===== config.mk =====
export PLATFORM = sky130hd
export DESIGN_NAME = decoder_3to8
export DESIGN_NICKNAME = d
export VERILOG_FILES = /design/src/rtl/decoder_3to8_pkg.sv /design/src/rtl/decoder_3to8_dec.sv /design/src/rtl/decoder_3to8.sv
export SDC_FILE = /design/constraint.sdc
export NUM_CORES = 1
export LEC_CHECK = 0
export ABC_AREA = 1
export CAP_MARGIN = 10
export CELL_PAD_IN_SITES_DETAIL_PLACEMENT = 0
export CELL_PAD_IN_SITES_GLOBAL_PLACEMENT = 1
export CORE_AREA = 10 10 47 49
export CTS_BUF_LIST = sky130_fd_sc_hd__clkbuf_16
export DETAILED_ROUTE_END_ITERATION = 10
export DIE_AREA = 0 0 57 59
export PLACE_DENSITY = 0.67
export SYNTH_ARGS = -nofsm -noshare
export SYNTH_HDL_FRONTEND = slang
export SYNTH_SLANG_ARGS = --single-unit

===== constraint.sdc =====
create_clock -name clk -period 0.8 [get_ports clk]
set_clock_uncertainty 0.05 [all_clocks]
set_input_delay 0.16 -clock clk [delete_from_list [all_inputs] [get_ports clk]]
set_output_delay 0.16 -clock clk [all_outputs]
set_load 0.01 [all_outputs]

===== src/rtl/decoder_3to8_pkg.sv =====
// decoder_3to8 shared widths.
// Imported by the column-select decoder tree.
package decoder_3to8_pkg;

  localparam int DEC_IN_W  = 3;
  localparam int DEC_OUT_W = 8;

  typedef logic [DEC_IN_W-1:0]  dec_idx_t;
  typedef logic [DEC_OUT_W-1:0] dec_sel_t;

endpackage


===== src/rtl/decoder_3to8_dec.sv =====
// Combinational sub-decoders for the column-select tree.
// 1-to-2 leaf and 2-to-4 node, both gated by enable.
module decoder_1_to_2 (
  input  logic       ena,
  input  logic       in,
  output logic [1:0] out
);

  // Gated leaf: one line high when enabled, none otherwise.
  always_comb begin
    out = 2'b00;
    unique case (1'b1)
      (ena && !in): out = 2'b01;
      (ena &&  in): out = 2'b10;
      default:      out = 2'b00;
    endcase
  end

endmodule

module decoder_2_to_4 (
  input  logic       ena,
  input  logic [1:0] in,
  output logic [3:0] out
);

  logic ena_lo;
  logic ena_hi;

  assign ena_lo = ena & ~in[1];
  assign ena_hi = ena &  in[1];

  decoder_1_to_2 u_lo (
    .ena (ena_lo),
    .in  (in[0]),
    .out (out[1:0])
  );

  decoder_1_to_2 u_hi (
    .ena (ena_hi),
    .in  (in[0]),
    .out (out[3:2])
  );

endmodule


===== src/rtl/decoder_3to8.sv =====
// Registered 3-to-8 one-hot column decoder.
// Two 2-to-4 halves split on in[2]; output flopped.
module decoder_3to8
  import decoder_3to8_pkg::*;
(
  input  logic                 clk,
  input  logic                 rst,
  input  logic                 ena,
  input  logic [DEC_IN_W-1:0]  in,
  output logic [DEC_OUT_W-1:0] out
);

  dec_sel_t d;
  logic     ena_lo;
  logic     ena_hi;

  assign ena_lo = ena & ~in[2];
  assign ena_hi = ena &  in[2];

  decoder_2_to_4 u_lo (
    .ena (ena_lo),
    .in  (in[1:0]),
    .out (d[3:0])
  );

  decoder_2_to_4 u_hi (
    .ena (ena_hi),
    .in  (in[1:0]),
    .out (d[7:4])
  );

  // Output register; reset wins over any decode.
  always_ff @(posedge clk) begin
    if (rst) begin
      out <= '0;
    end else begin
      out <= d;
    end
  end

endmodule


==> results of run 1 <==
==> stage by stage <==
step	instances	setup slack (ns)
after floorplan	25	0.199
after CTS	57	-0.0705
after global routing	57	-0.0902
final	57	-0.0683
after detailed placement	54	-0.265
after global placement	54	-0.262
==> tightest hold or removal path, stage by stage <==
cell and delay (ns):
dlymetal6s2s_1 0.14, nand3_1 0.11, nor2_2 0.04
==> area by class of cell <==
| type | instances | area (µm²) |
|---|---|---|
| well taps | 16 | 20.0 |
| repair buffers | 13 | 113 |
| flip-flops and latches | 8 | 165 |
| clock buffers | 3 | 75.1 |
| multi-input cells | 14 | 72.6 |
| inverters | 3 | 11.3 |
| fillers | 158 | 945 |
==> path summary, 6_finish.rpt <==
| check | start | endpoint | slack [ns] |
|---|---|---|---|
| min | in[2] | out[6] | 0.21 |
| max | out[6] | out[6] | -0.07 |
==> Yosys cell counts <==
library cell  count
nand2_1           1
or2_4             1
nor2_1            7
nor2_2            1
inv_1             3
nand3_1           4
dfxtp_1           8
==> cell families (layout without fill, tap and decap cells) <==
family,count (synthesis),after routing,synth area share (%)
DFF,8,8,67.7
and+or+nand+nor,14,14,27.5
buffers and inverters,3,19,4.76
==> repair_timing <==
item / CTS / global route
pin swaps: 2 / 0
gates resized for setup: 42 / 5
setup endpoints to repair: 13 / 16
hold buffers: 0 / 0
==> layer usage <==
metal  vias up  wire, µm
li1        109         -
met1        86       275
met2        11       278
met3         2        46
met4         0        21
met5         -         0
==> report_power, final <==
group / internal [mW] / switching, mW
sequential: 0.409 / 0.00246
clock: 0.642 / 0.174
combinational: 0.0314 / 0.0305
==> metrics.md, run 1 <==
| Metric | Value |
|---|---|
| Most Crowded Layer GR | `met4` |
| Initial Util | `16.9%` |
| Bufs and invs on worst path | `1` |
| Post-DP Area | `387 µm²` |
| Initial DRC count | `0` |
| Final nets | `49` |
| Share of layout cells above drive strength 1 | `46.3%` |
| Clock slew at reported path FFs | `0.04 ns` |
| Final setup vio count | `8` |
| Antenna violations before repair | `0` |
| Worst stage delay on the critical path | `0.32 ns` |
| Max Fclk | `1150 MHz` |
| Row count | `14` |
| VDD IR max | `896 µV` |
| CP arrival | `0.66 ns` |
| CTS root buf | `clkbuf_16` |
| Max cap viols | `0` |
| Overall Power | `1.29 mW` |
| Failing checks | `setup timing` |
| Crit end category | `primary output` |
| Syn avg cell area | `9.46 µm²` |
| Final ANT Viol Nets | `0` |
| Hold Path Class | `primary input to flip-flop` |
| Area grow syn2layout | `93.1%` |
| Yosys Warn Count | `0` |
| Final Max Tran Viols | `0` |
| Library cells used by synthesis | `7` |
| WS Path Type | `flip-flop to primary output` |
| Worst slew margin | `90.1%` |
| Outcome | `finished, violations left` |
| Synth top area cells | `dfxtp_1, nor2_1, nand3_1` |
| CTS Buffer Depth | `2` |
| Util after Layout | `32.6%` |
| Post-route DRC | `0` |
| Detailed-route via count | `208` |
| First-pass GRT wire length | `1.05 mm` |
| Syn_nets | `31` |
| Port Buffer Count | `13` |
| Sink Count | `8` |
| Global placement routability congestion | `0.754` |
| Htree depth | `1` |
| Worst-path cell chain | `buf_6` |
| Data required, critical path | `0.59 ns` |
| I/O pin count | `14` |
| CP Launch Type | `flip-flop` |
| Chip Width | `57 µm` |
| CP top delay family | `flip-flops` |
| Vias in the first global route | `248` |
| Worst hold margin | `0.208 ns` |
| Postcts setup bufs | `0` |
| Final hold vios | `0` |
| Area leader, netlist | `dfxtp_1` |
| Mapped cell area | `236 µm²` |
| Largest net degree at the start of global routing | `5` |
| Final WS setup | `-0.0683 ns` |
| Max reg flops | `8` |
| Largest Register | `out` |
| Num CTS Buffers | `3` |
| PwrDens | `2820 nW/µm²` |
| Minimum clock period | `0.868 ns` |
| Met3 Track Usage GR | `2.58%` |
| WP depth | `1` |
| GRT met1 Usage | `3.70%` |
| WL final | `622 µm` |
| CTS tree | `built` |
| GRT Overall Usage | `4.59%` |
| Drt pass-1 iters | `1` |
| Met2 Track Usage GR | `6.05%` |
| Register area share after synthesis | `67.7%` |
| CP max-delay cell | `dfxtp_2` |
| Via-to-Cell Ratio | `3.65` |
| RSZ-0062 raised after global routing | `yes` |
| Gate Count Post-Synth | `25` |
| Core Area | `1400 µm²` |
| Design area | `457 µm²` |
| Die H | `59 µm` |
| Worst-Margin Slew | `0.149 ns` |
| LEAKAGE | `0.221 nW` |
| Die area | `3360 µm²` |
| Register bit total from synthesis | `8` |
| Setup TNS | `-0.429 ns` |
| Area share of the largest cell type after synthesis | `67.7%` |
| Antenna Cells | `0` |
| CP max FO | `1` |
| Commonest non-fill, non-tap cell in the layout | `nor2_1` |
| Hold depth | `3` |
| DR WL/cell | `10.9 µm` |
| GRT Residual Overflow | `0` |
| Final Cycle Share | `109%` |
| Top flop regs | `out: 8 flops` |
No activity file was read; power rests on OpenSTA's default activity.
==> run 2: changes to the inputs <==
--- a/config.mk
+++ b/config.mk
@@ -7,13 +7,11 @@
 export LEC_CHECK = 0
 export ABC_AREA = 1
 export CAP_MARGIN = 10
-export CELL_PAD_IN_SITES_DETAIL_PLACEMENT = 0
-export CELL_PAD_IN_SITES_GLOBAL_PLACEMENT = 1
 export CORE_AREA = 10 10 47 49
 export CTS_BUF_LIST = sky130_fd_sc_hd__clkbuf_16
 export DETAILED_ROUTE_END_ITERATION = 10
 export DIE_AREA = 0 0 57 59
-export PLACE_DENSITY = 0.67
+export PLACE_DENSITY = 0.54
 export SYNTH_ARGS = -nofsm -noshare
 export SYNTH_HDL_FRONTEND = slang
 export SYNTH_SLANG_ARGS = --single-unit
==> metrics.md, run 2 (synthesis results as in run 1) <==
| Metric | Value |
|---|---|
| GRT Overall Usage | `3.78% (-0.81 points)` |
| Core Area | `1400 µm² (unchanged)` |
| Global placement routability congestion | `0.705 (-6.5%)` |
| Largest Register | `out` |
| Outcome | `finished, violations left` |
| Crit end category | `primary output` |
| Final Cycle Share | `108% (-0.96 points)` |
| Pre-CTS WS | `-0.285 ns (-0.0205 ns)` |
| CTS root buf | `clkbuf_16` |
| Max cap viols | `0 (unchanged)` |
| Minimum clock period | `0.861 ns (-0.00770 ns)` |
| Final Max Tran Viols | `0 (unchanged)` |
| Worst stage delay on the critical path | `0.31 ns (about the same)` |
| CP max FO | `1 (unchanged)` |
| CTS tree | `built` |
| DP HPWL | `487 µm` |
| Drt pass-1 iters | `4 (+3)` |
| Final nets | `49 (unchanged)` |
| Worst-path cell chain | `buf_6` |
| GRT Residual Overflow | `0 (unchanged)` |
| Num CTS Buffers | `3 (unchanged)` |
| DR WL/cell | `10.2 µm (-6.6%)` |
| CP arrival | `0.65 ns (about the same)` |
| Row count | `14 (unchanged)` |
| FF+latch area | `165 µm² (unchanged)` |
| Top flop regs | `out: 8 flops` |
| Die H | `59 µm (unchanged)` |
| Design area | `467 µm² (+2.2%)` |
| Largest net degree at the start of global routing | `5 (unchanged)` |
| PwrDens | `2780 nW/µm² (-1.6%)` |
| Via-to-Cell Ratio | `3.74 (+2.4%)` |
| Worst-Margin Slew | `0.189 ns (+0.0408 ns)` |
| Chip Width | `57 µm (unchanged)` |
| Commonest non-fill, non-tap cell in the layout | `nor2_1` |
| Final hold vios | `0 (unchanged)` |
| VDD IR max | `901 µV (+0.52%)` |
| Worst hold margin | `0.196 ns (-0.0117 ns)` |
| Antenna violations before repair | `0 (unchanged)` |
| Post-CTS Hold Buffers | `0 (unchanged)` |
| I/O pin count | `14 (unchanged)` |
| Area grow syn2layout | `97.4%` |
| Initial Util | `16.9% (unchanged)` |
| Vias in the first global route | `228 (-8.1%)` |
| LEAKAGE | `0.224 nW (+0.93%)` |
| Antenna Cells | `0 (unchanged)` |
| Hold Path Class | `primary input to flip-flop` |
| CP max-delay cell | `dfxtp_2` |
| Sink Count | `8 (unchanged)` |
| CTS Buffer Depth | `2 (unchanged)` |
| Fill cell count | `160 (+1.3%)` |
| Die area | `3360 µm² (unchanged)` |
| Final setup vio count | `8 (unchanged)` |
| Post-route DRC | `0 (unchanged)` |
| Port Buffer Count | `13 (unchanged)` |
| RSZ-0062 raised after global routing | `yes` |
| Clock slew at reported path FFs | `0.03 ns (about the same)` |
| Postcts setup bufs | `0 (unchanged)` |
| Initial DRC count | `7 (+7)` |
| Data required, critical path | `0.59 ns (about the same)` |
| Final ANT Viol Nets | `0 (unchanged)` |
| First-pass GRT wire length | `972 µm (-7.3%)` |
| Failing checks | `setup timing` |
| Htree depth | `1 (unchanged)` |
| Detailed-route via count | `213 (+2.4%)` |
| Bufs and invs on worst path | `1 (unchanged)` |
| Worst slew margin | `87.4% (-2.7 points)` |
| CP Launch Type | `flip-flop` |
| Final WS setup | `-0.0606 ns (+0.00770 ns)` |
| Post-DP Area | `387 µm² (unchanged)` |
| CP top delay family | `flip-flops` |
| Area of the multi-input gates | `82.6 µm² (+14%)` |
| Max Fclk | `1160 MHz (+0.89%)` |
| Max reg flops | `8 (unchanged)` |
| Share of layout cells above drive strength 1 | `51.2% (+4.9 points)` |
| WS Path Type | `flip-flop to primary output` |
| WL final | `581 µm (-6.6%)` |
run 2: cell counts in the layout (fill, tap and decap cells not counted):
Identical to the previous run, type by type.
run 2: repair_timing:
item	CTS	global route
pin swaps	1	1
resized for setup	41	8
endpoints found under the hold margin	0	0
endpoints found under the setup margin	16	16
run 2: path summary, 6_finish.rpt:
| path | startpoint | end | slack (ns) | cells past startpoint |
|---|---|---|---|---|
| worst min-delay path | in[2] | out[4] | 0.20 | 3 |
| worst max-delay path | out[6] | out[6] | -0.06 | 1 |
run 2: through the flow:
step	setup TNS [ns]	util [%]	power, mW	instances
floorplan	0	-	0.440	25
global placement	-3.76	27.6	0.485	54
detailed placement	-3.94	27.6	0.487	54
CTS	-0.497	31.2	1.31	57
global route	-0.602	33.3	1.34	57
finish	-0.432	33.3	1.30	57
run 2: layer usage:
layer	global-route usage, %	routed length (µm)	vias up	part of all wire [%]
met5	0	0	-	0
met3	1.93	46	2	7.9
met4	4.03	19	0	3.3
met2	5.43	269	10	46
li1	-	-	109	-
met1	3.73	247	92	43
run 2: area by class of cell:
type / instances / area share [%]
Sequential cell: 8 / 35.4
Timing Repair Buffer: 13 / 24.1
Multi-Input combinational cell: 14 / 17.7
Clock buffer: 3 / 16.1
Tap cell: 16 / 4.29
Inverter: 3 / 2.41
run 2: power by group:
group	leakage, nW	switching (mW)	internal [mW]
clock network	0.0370	0.177	0.643
logic	0.120	0.0341	0.0324
registers	0.0667	0.00220	0.409
run 2: worst min-delay path, stage by stage:
cell	delay [ns]
dlymetal6s2s_1	0.15
nand3_2	0.09
nor2_1	0.04
